--- config.mk ---
export PLATFORM = sky130hd
export DESIGN_NAME = jt10_adpcm_mix_flat
export DESIGN_NICKNAME = d
export VERILOG_FILES = /design/src/rtl/jt10_adpcm_mix_if.sv /design/src/rtl/jt10_adpcm_mix.sv /design/src/flat_wrapper.sv
export SDC_FILE = /design/constraint.sdc
export NUM_CORES = 1
export LEC_CHECK = 0
export ABC_AREA = 1
export BUFFER_PORTS_ARGS = -buffer_cell sky130_fd_sc_hd__buf_2
export CAP_MARGIN = 20
export CORE_AREA = 2 2 195 197
export DETAILED_ROUTE_END_ITERATION = 16
export DIE_AREA = 0 0 197 199
export PLACE_DENSITY = 0.4
export SETUP_SLACK_MARGIN = 0.4
export SLEW_MARGIN = 20
export SYNTH_ARGS = -nofsm -noshare
export SYNTH_HDL_FRONTEND = slang
export SYNTH_SLANG_ARGS = --single-unit
export TNS_END_PERCENT = 30
--- constraint.sdc ---
create_clock -name clk -period 3.1 [get_ports clk]
set_input_delay 0.155 -clock clk [delete_from_list [all_inputs] [get_ports clk]]
set_output_delay 0.155 -clock clk [all_outputs]
set_load 0.01 [all_outputs]
--- src/rtl/jt10_adpcm_mix_if.sv ---
// Sample/strobe bundle between the ADPCM-A gain stage, the channel mixer and the output mixer.
interface jt10_adpcm_mix_if;
  logic               cen;
  logic [5:0]         cur_ch;
  logic               valid;
  logic [5:0]         ch_on;
  logic [1:0]         lr;
  logic signed [15:0] pcm_in;
  logic signed [15:0] pcm_left;
  logic signed [15:0] pcm_right;
  logic               snd_sample;

  modport master (
    output cen, cur_ch, valid, ch_on, lr, pcm_in,
    input  pcm_left, pcm_right, snd_sample
  );

  modport slave (
    input  cen, cur_ch, valid, ch_on, lr, pcm_in,
    output pcm_left, pcm_right, snd_sample
  );
endinterface

--- src/rtl/jt10_adpcm_mix.sv ---
// ADPCM-A channel mixer: accumulates six held channel samples per round into saturated
// stereo PCM with a one-cen strobe at round end.
module jt10_adpcm_mix (
  input  logic            clk,
  input  logic            rst_n,
  jt10_adpcm_mix_if.slave mix_io
);

  logic signed [15:0] hold_q    [6];
  logic signed [15:0] hold_d    [6];
  logic [1:0]         hold_lr_q [6];
  logic [1:0]         hold_lr_d [6];
  logic signed [18:0] acc_l_q, acc_l_d, acc_r_q, acc_r_d;
  logic signed [15:0] pcm_l_q, pcm_l_d, pcm_r_q, pcm_r_d;
  logic               snd_q, snd_d;

  logic               slot_ok;
  logic [2:0]         slot;
  logic signed [15:0] smp;
  logic [1:0]         smp_lr;
  logic signed [18:0] cl, cr, sum_l, sum_r;

  function automatic logic signed [15:0] sat16(input logic signed [18:0] v);
    if (v > 19'sd32767) begin
      return 16'sh7fff;
    end else if (v < -19'sd32768) begin
      return 16'sh8000;
    end else begin
      return v[15:0];
    end
  endfunction

  // A zero or multi-hot slot vector makes the whole cen tick a no-op.
  always_comb begin
    slot_ok = (mix_io.cur_ch != 6'd0) && ((mix_io.cur_ch & (mix_io.cur_ch - 6'd1)) == 6'd0);
    slot    = 3'd0;
    for (int i = 0; i < 6; i++) begin
      if (mix_io.cur_ch[i]) slot = 3'(i);
    end
  end

  always_comb begin
    hold_d    = hold_q;
    hold_lr_d = hold_lr_q;
    acc_l_d   = acc_l_q;
    acc_r_d   = acc_r_q;
    pcm_l_d   = pcm_l_q;
    pcm_r_d   = pcm_r_q;
    snd_d     = snd_q;
    smp       = '0;
    smp_lr    = 2'b00;

    if (!mix_io.ch_on[slot]) begin
      hold_d[slot]    = '0;
      hold_lr_d[slot] = 2'b00;
    end else if (mix_io.valid) begin
      smp             = mix_io.pcm_in;
      smp_lr          = mix_io.lr;
      hold_d[slot]    = mix_io.pcm_in;
      hold_lr_d[slot] = mix_io.lr;
    end else begin
      smp    = hold_q[slot];
      smp_lr = hold_lr_q[slot];
    end

    cl    = smp_lr[1] ? 19'(smp) : 19'sd0;
    cr    = smp_lr[0] ? 19'(smp) : 19'sd0;
    sum_l = acc_l_q + cl;
    sum_r = acc_r_q + cr;

    if (mix_io.cen) begin
      snd_d = 1'b0;
      if (!slot_ok) begin
        hold_d    = hold_q;
        hold_lr_d = hold_lr_q;
      end else if (slot == 3'd5) begin
        pcm_l_d = sat16(sum_l);
        pcm_r_d = sat16(sum_r);
        acc_l_d = '0;
        acc_r_d = '0;
        snd_d   = 1'b1;
      end else begin
        acc_l_d = sum_l;
        acc_r_d = sum_r;
      end
    end else begin
      hold_d    = hold_q;
      hold_lr_d = hold_lr_q;
    end
  end

  always_ff @(posedge clk or negedge rst_n) begin
    if (!rst_n) begin
      for (int i = 0; i < 6; i++) begin
        hold_q[i]    <= '0;
        hold_lr_q[i] <= 2'b00;
      end
      acc_l_q <= '0;
      acc_r_q <= '0;
      pcm_l_q <= '0;
      pcm_r_q <= '0;
      snd_q   <= 1'b0;
    end else begin
      hold_q    <= hold_d;
      hold_lr_q <= hold_lr_d;
      acc_l_q   <= acc_l_d;
      acc_r_q   <= acc_r_d;
      pcm_l_q   <= pcm_l_d;
      pcm_r_q   <= pcm_r_d;
      snd_q     <= snd_d;
    end
  end

  assign mix_io.pcm_left   = pcm_l_q;
  assign mix_io.pcm_right  = pcm_r_q;
  assign mix_io.snd_sample = snd_q;

endmodule

--- src/flat_wrapper.sv ---
// flat-port wrapper written by rule: the top's interface ports become plain ports
module jt10_adpcm_mix_flat 
  (clk, rst_n, mix_io_cen, mix_io_cur_ch, mix_io_valid, mix_io_ch_on, mix_io_lr, mix_io_pcm_in, mix_io_pcm_left, mix_io_pcm_right, mix_io_snd_sample);
  jt10_adpcm_mix_if mix_io_i ();
  input  logic clk;
  input  logic rst_n;
  input wire logic [$bits(mix_io_i.cen)-1:0] mix_io_cen;
  input wire logic [$bits(mix_io_i.cur_ch)-1:0] mix_io_cur_ch;
  input wire logic [$bits(mix_io_i.valid)-1:0] mix_io_valid;
  input wire logic [$bits(mix_io_i.ch_on)-1:0] mix_io_ch_on;
  input wire logic [$bits(mix_io_i.lr)-1:0] mix_io_lr;
  input wire logic [$bits(mix_io_i.pcm_in)-1:0] mix_io_pcm_in;
  output wire logic [$bits(mix_io_i.pcm_left)-1:0] mix_io_pcm_left;
  output wire logic [$bits(mix_io_i.pcm_right)-1:0] mix_io_pcm_right;
  output wire logic [$bits(mix_io_i.snd_sample)-1:0] mix_io_snd_sample;
  assign mix_io_i.cen = mix_io_cen;
  assign mix_io_i.cur_ch = mix_io_cur_ch;
  assign mix_io_i.valid = mix_io_valid;
  assign mix_io_i.ch_on = mix_io_ch_on;
  assign mix_io_i.lr = mix_io_lr;
  assign mix_io_i.pcm_in = mix_io_pcm_in;
  assign mix_io_pcm_left = mix_io_i.pcm_left;
  assign mix_io_pcm_right = mix_io_i.pcm_right;
  assign mix_io_snd_sample = mix_io_i.snd_sample;
  jt10_adpcm_mix u_core (.clk(clk), .rst_n(rst_n), .mix_io(mix_io_i));
endmodule
After elaboration in Yosys (flattened, before gate mapping)
Index checks and enable logic that the tools add are counted.
Word-level totals
  output and inout port bits: 33
  memory bits (writable): 0
  register bits after elaboration: 179
  logic and storage cells: 79
  bits in read-only memories: 0
  memories: 0
  input port bits: 34
  bits in latches: 0
Cells by class
  $add $sub $neg: 3
  muxes and demuxes: 37
  reduce and logical (&&, ||, !) cells: 7
  bitwise operators: 6
  shifts and indexed selects: 0
  divide/modulo/power cells: 0
  $mul: 0
  magnitude comparators: 7
  equality and inequality tests: 2
Operator list (number)
  $mux W96: 2
  $mux W16: 9
  $and A96 B96 Y96: 1
  $bwmux W96: 1
  $not A96 Y96: 1
  $mux W19: 4
  $bmux W16 S3: 1
  $demux W16 S3: 1
  $add A19 B19 Y19: 2
  $gt A19 B16 Y1 const B: 2
  $lt A19 B16 Y1 const B: 2
  $mux W12: 2
  $mux W2: 7
  $and A12 B12 Y12: 1
  $bwmux W12: 1
  $not A12 Y12: 1
  $and A6 B6 Y6: 1
  $bmux W2 S3: 1
  $demux W2 S3: 1
  $logic_not A6 Y1: 1
  $mux W3: 2
  $reduce_and A3 Y1: 2
  $reduce_bool A6 Y1: 1
  $sub A6 B1 Y6 const B: 1
  10 further kinds: 14

Depth between registers and ports, before layout
  word-level depth: 16
  gate-level depth with buffers: 30
  gate-level depth less buffers: 28

Least setup slack after synthesis
OpenSTA, ideal clock, no wires.
  path type: input to register
  from: in mix_io_cur_ch[4]
  to: reg u_core.pcm_r_q[0], in the netlist u_core.mix_io.pcm_right[0]
  setup time: 0.117 ns
  data required time: 2.983 ns
  path slack: -0.483 ns
  stages: 25
  arrival time: 3.465 ns
  buffers on the path: 2
  cells stage by stage: inv_1 -> nand2_4 -> nor2_4 -> nand3_2 -> nand2_2 -> nor2_8 -> nand2_4 -> buf_2 -> nor2_1 -> o22ai_1 -> nor2_1 -> ha_1 -> fa_1 -> nand3_1 -> nand2_1 -> a21boi_0 -> o21ai_0 -> nand2_1 -> nand2_1 -> nand3b_1 -> nand2_1 -> nand2_2 -> buf_6 -> nand3_1 -> nand2_1
Between the ends
  word-level cells in the longest chain between the ends: 13
  elaborated cells between the ends (all ways): 28
  those cells by class: add/sub (2); order compare (2); eq/ne (1); mux (17); bitwise (2); reduce/logical (4)
Ends and longest elaborated chain
  start: declaration: RTL line flat_wrapper.sv:8  | input wire logic [$bits(mix_io_i.cur_ch)-1:0] mix_io_cur_ch;
  $mux W3 (2 in series): RTL line jt10_adpcm_mix.sv:38  | if (mix_io.cur_ch[i]) slot = 3'(i);
  $not A3 Y4 (not written as such): RTL line jt10_adpcm_mix.sv:62, jt10_adpcm_mix.sv:63
  $bmux W16 S3 / $bmux W2 S3 (equally long branches): RTL line jt10_adpcm_mix.sv:62, jt10_adpcm_mix.sv:63
  $mux W16 (not written as such) / $mux W2 (equally long branches) (2 in series): RTL line jt10_adpcm_mix.sv:62, jt10_adpcm_mix.sv:63
  $mux W16 / $mux W2 (equally long branches): RTL line jt10_adpcm_mix.sv:56  | end else if (mix_io.valid) begin
  $mux W16 / $mux W2 (equally long branches): RTL line jt10_adpcm_mix.sv:53  | if (!mix_io.ch_on[slot]) begin
  $mux W19: RTL line jt10_adpcm_mix.sv:67  | cr = smp_lr[0] ? 19'(smp) : 19'sd0;
  $add A19 B19 Y19: RTL line jt10_adpcm_mix.sv:69  | sum_r = acc_r_q + cr;
  $lt A19 B16 Y1: RTL line jt10_adpcm_mix.sv:26  | end else if (v < -19'sd32768) begin
  $mux W16: RTL line jt10_adpcm_mix.sv:26
  $mux W16: RTL line jt10_adpcm_mix.sv:24  | if (v > 19'sd32767) begin
  end signal: assignment: RTL line jt10_adpcm_mix.sv:109  | pcm_r_q <= pcm_r_d;
  end: declaration: RTL line jt10_adpcm_mix.sv:14  | logic signed [15:0] pcm_l_q, pcm_l_d, pcm_r_q, pcm_r_d;
Several ways; a longest one is shown, not always the timed one. The select of a mux whose other input is x is not followed.
A chain may end at the register's enable or synchronous reset.

Final worst setup path
  from: in mix_io_cur_ch[4]
  to: reg u_core.pcm_r_q[12], in the netlist u_core.mix_io.pcm_right[12]
Same word-level chain as after synthesis.

==> qor.txt <==
Status = finished with violations
Failing checks = negative setup slack
Slew Limit Fails = 0
IO Pins = 67
R2R depth = 22
DR WL/cell = 17.90 µm
Reg2reg setup slack = -0.07 ns
Ant diodes = 0
Post-DRT Antenna Nets = 0
Crit path max fanout = 11
Crit share post-route = 1.026
Reg clk slew, reported paths = 0.08 ns
Avg Cell Area, Syn = 8.935 µm²
Final hold vios = 0
LEAKAGE = 7.724 nW
Max-cap violation count = 0
Total GRT Usage = 0.1802
Register area share after synthesis = 0.4359
Area of the core = 0.03713 mm²
RSZ-0062 raised after global routing = yes
Top_reg_cell synth = dfrtp_1
Worst Path Buf+Inv = 7
Initial antenna violation count = 0
Starting Density = 0.2767
DP Wirelength = 23840 µm
Post-Syn Area = 0.01027 mm²
Hold WS = 0.1808 ns
Relative slew slack = 0.4450
Final Non-Filler Cells = 1939
Capturing point of the worst reg2reg path = u_core.mix_io.pcm_right[5]$_DFFE_PN0P_
Final net count = 1524
DRC Markers = 0
HP Start = mix_io_pcm_in[15]
Via count = 9144
Placed cell count = 1857
Reg2reg start = u_core.hold_lr_q[0]$_DFFE_PN0P_
CP arrival = 3.56 ns
Endpoints failing setup = 23
Clock sink total = 179
Drt total wl = 34710 µm
Gpl congestion = 0.8068
Synth area leader = dfrtp_1
Max Buffers Root-to-Sink = 2
Synth cell types = 49
Grt ovf = 0
First-pass GRT wire length = 53750 µm
CP required = 3.48 ns
Critical Path Max Stage Delay = 0.34 ns
Synth top area cells = dfrtp_1, nand2_1, mux2_1
CTS tree = done
Post-Syn Nets = 1222
# rows = 71
Post-synthesis instance total = 1150
Worst hold-check path type = primary input to flip-flop
Power consumption = 7.347 mW
Share of post-route cells with drive strength above 1 = 0.4676
Worst skew pair latency = 0.45 ns
Startpoint Class = primary input
I/O Buffers = 66
Worst Tran Pin Value = 0.8316 ns
Die width = 197 µm
CP Depth = 28
Most Frequent Cell on Critical Path = nand2_2
WS Path Type = primary input to flip-flop
Inserted Clock Buffers = 17
Clock skew = 0.01332 ns
CP Capture Type = flip-flop
Power Density = 482.4 mW/mm²
Commonest cells post-synth = nand2_1, dfrtp_1, inv_1, nor2_1, o21ai_0
CP max-delay cell = fa_2
Post-synth EDFFs = 0
H-tree lvl count = 4
Vias per cell = 4.716
Most common cell in the netlist = nand2_1
Minimum clock period = 3.182 ns
Vias in the first global route = 9394
Ys Warns = 0
Fraction of registers with async set/reset = 1.000
Chip Height = 199 µm
Largest net degree at the start of global routing = 77
Flops & latches, synth = 179
Synthesis-to-layout area growth = 48.25%
Hold path depth = 5
Total Neg Setup Slack = -0.9889 ns
Die area = 0.03920 mm²
Hold worst-path end = u_core.hold_q[79]$_DFFE_PN0P_
Top Family by Delay on Critical Path = simple AND/OR/NAND/NOR gates
Root buf cell = clkbuf_16
First drt pass iteration count = 5
Achievable Freq = 314.3 MHz
Synth top area share = 0.4359
Maximum vdd drop = 412.5 µV
DRT iter0 DRCs = 411
Setup ws final = -0.08154 ns
## flip-flops by register name (all words and copies together), names as in the netlist
name and count:
u_core.mix_io.pcm_left 16, u_core.acc_l_q 19, u_core.hold_q 96, u_core.acc_r_q 19, u_core.mix_io.snd_sample 1, u_core.mix_io.pcm_right 16, u_core.hold_lr_q 12
## cell families after synthesis
logic type	Yosys count	share of synthesized area
compound gates	234	0.1420
buf+inv	166	0.07087
flops	179	0.4359
fa+ha+maj	38	0.04773
mux	91	0.09803
xor+xnor	27	0.02302
simple gates	415	0.1824
## cell usage in the layout, fill, tap and decap left out, types with 5 or more instances in the layout
cell type,instances
inv_2,18
o22ai_1,28
a31oi_1,5
dfrtp_1,179
o21ai_0,37
a21oi_1,17
nand2_1,174
xor2_2,5
nor2_2,27
nor2_4,34
mux2_2,28
inv_1,101
xnor2_1,5
nand2_4,12
nand3_2,12
ha_1,7
or2_2,14
buf_4,211
a21oi_4,8
o21ai_1,23
nor2_1,36
nand4_1,10
nand2_2,62
a221oi_1,14
o21ai_2,12
buf_12,16
nor3_2,5
mux2_1,49
nand3_1,15
mux2i_1,14
a22o_1,24
a21oi_2,26
o31ai_1,12
inv_6,10
xor2_1,12
ha_4,29
clkbuf_16,20
buf_6,24
buf_2,64
## routing by layer
layer  track usage  routed length [µm]  part of all wire  vias to the layer above
li1              -                   -                 -                     4489
met1        0.2377               16220              0.47                     4532
met2        0.3100               17150              0.49                       94
met3       0.02679                 819             0.024                       29
met4       0.04428                 521             0.015                        0
met5             0                   0                 0                        -
## worst register-to-register path: stages, from the launching register on
cell and delay (ns):
dfrtp_1 0.34, inv_2 0.04, o21ai_2 0.10, nand2_1 0.08, nor2_2 0.12, a21oi_2 0.08, nor2_4 0.18, clkinv_4 0.13
buf_6 0.15, nor2_4 0.12, buf_6 0.12, ha_4 0.22, a21oi_4 0.18, o21ai_0 0.10, nor2_1 0.14, o21ai_2 0.09
nand2_1 0.06, nand2_1 0.06, nand3b_1 0.23, nand2_2 0.21, nand2_4 0.15, nand2_1 0.11, a21oi_2 0.05
## final cells by class
| cell class | instances | area (µm²) |
|---|---|---|
| Clock inverter | 15 | 165.2 |
| Inverter | 125 | 498.0 |
| Tap cell | 474 | 593.1 |
| Multi-Input combinational cell | 806 | 6445 |
| Fill cell | 3737 | 21900 |
| Timing Repair Buffer | 322 | 2619 |
| Sequential cell | 179 | 4479 |
| Clock buffer | 17 | 425.4 |
| Timing Repair inverter | 1 | 7.507 |
## what timing repair did
action	CTS	global route
setup buffers	21	21
cloned	2	4
endpoints found under the hold margin	75	0
pin swaps	66	89
setup endpoints to repair	62	63
resized for setup	172	184
hold buffers	2	0
## where the power goes
| group | internal, mW | switching [mW] |
|---|---|---|
| Sequential | 2.60 | 0.156 |
| Combinational | 1.09 | 1.22 |
| Clock | 1.21 | 1.07 |
## metrics by stage
| stage | setup WS (ns) | area [µm²] | util |
|---|---|---|---|
| final | -0.08154 | 15230 | 0.4102 |
| after global routing | -0.3213 | 15230 | 0.4102 |
| after CTS | -0.1070 | 14180 | 0.3819 |
| after detailed placement | -0.8494 | 12720 | 0.3425 |
| after global placement | -0.8184 | 12710 | 0.3424 |
| after floorplan | -0.03101 | 10350 | - |
## worst max-delay path by stage
| stage | from | endpoint | slack (ns) |
|---|---|---|---|
| 3_3_place_gp | mix_io_cur_ch[4] | u_core.mix_io.pcm_right[3]$_DFFE_PN0P_ | -0.82 |
| 6_report | mix_io_cur_ch[4] | u_core.mix_io.pcm_right[12]$_DFFE_PN0P_ | -0.08 |
| 5_1_grt | u_core.hold_lr_q[0]$_DFFE_PN0P_ | u_core.mix_io.pcm_right[9]$_DFFE_PN0P_ | -0.32 |
| 4_1_cts | u_core.hold_lr_q[2]$_DFFE_PN0P_ | u_core.mix_io.pcm_right[5]$_DFFE_PN0P_ | -0.11 |
| 2_1_floorplan | mix_io_cur_ch[4] | u_core.mix_io.pcm_left[14]$_DFFE_PN0P_ | -0.03 |
| 3_5_place_dp | mix_io_cur_ch[4] | u_core.mix_io.pcm_right[13]$_DFFE_PN0P_ | -0.85 |
Note: power is estimated with default switching activity, not from simulation.
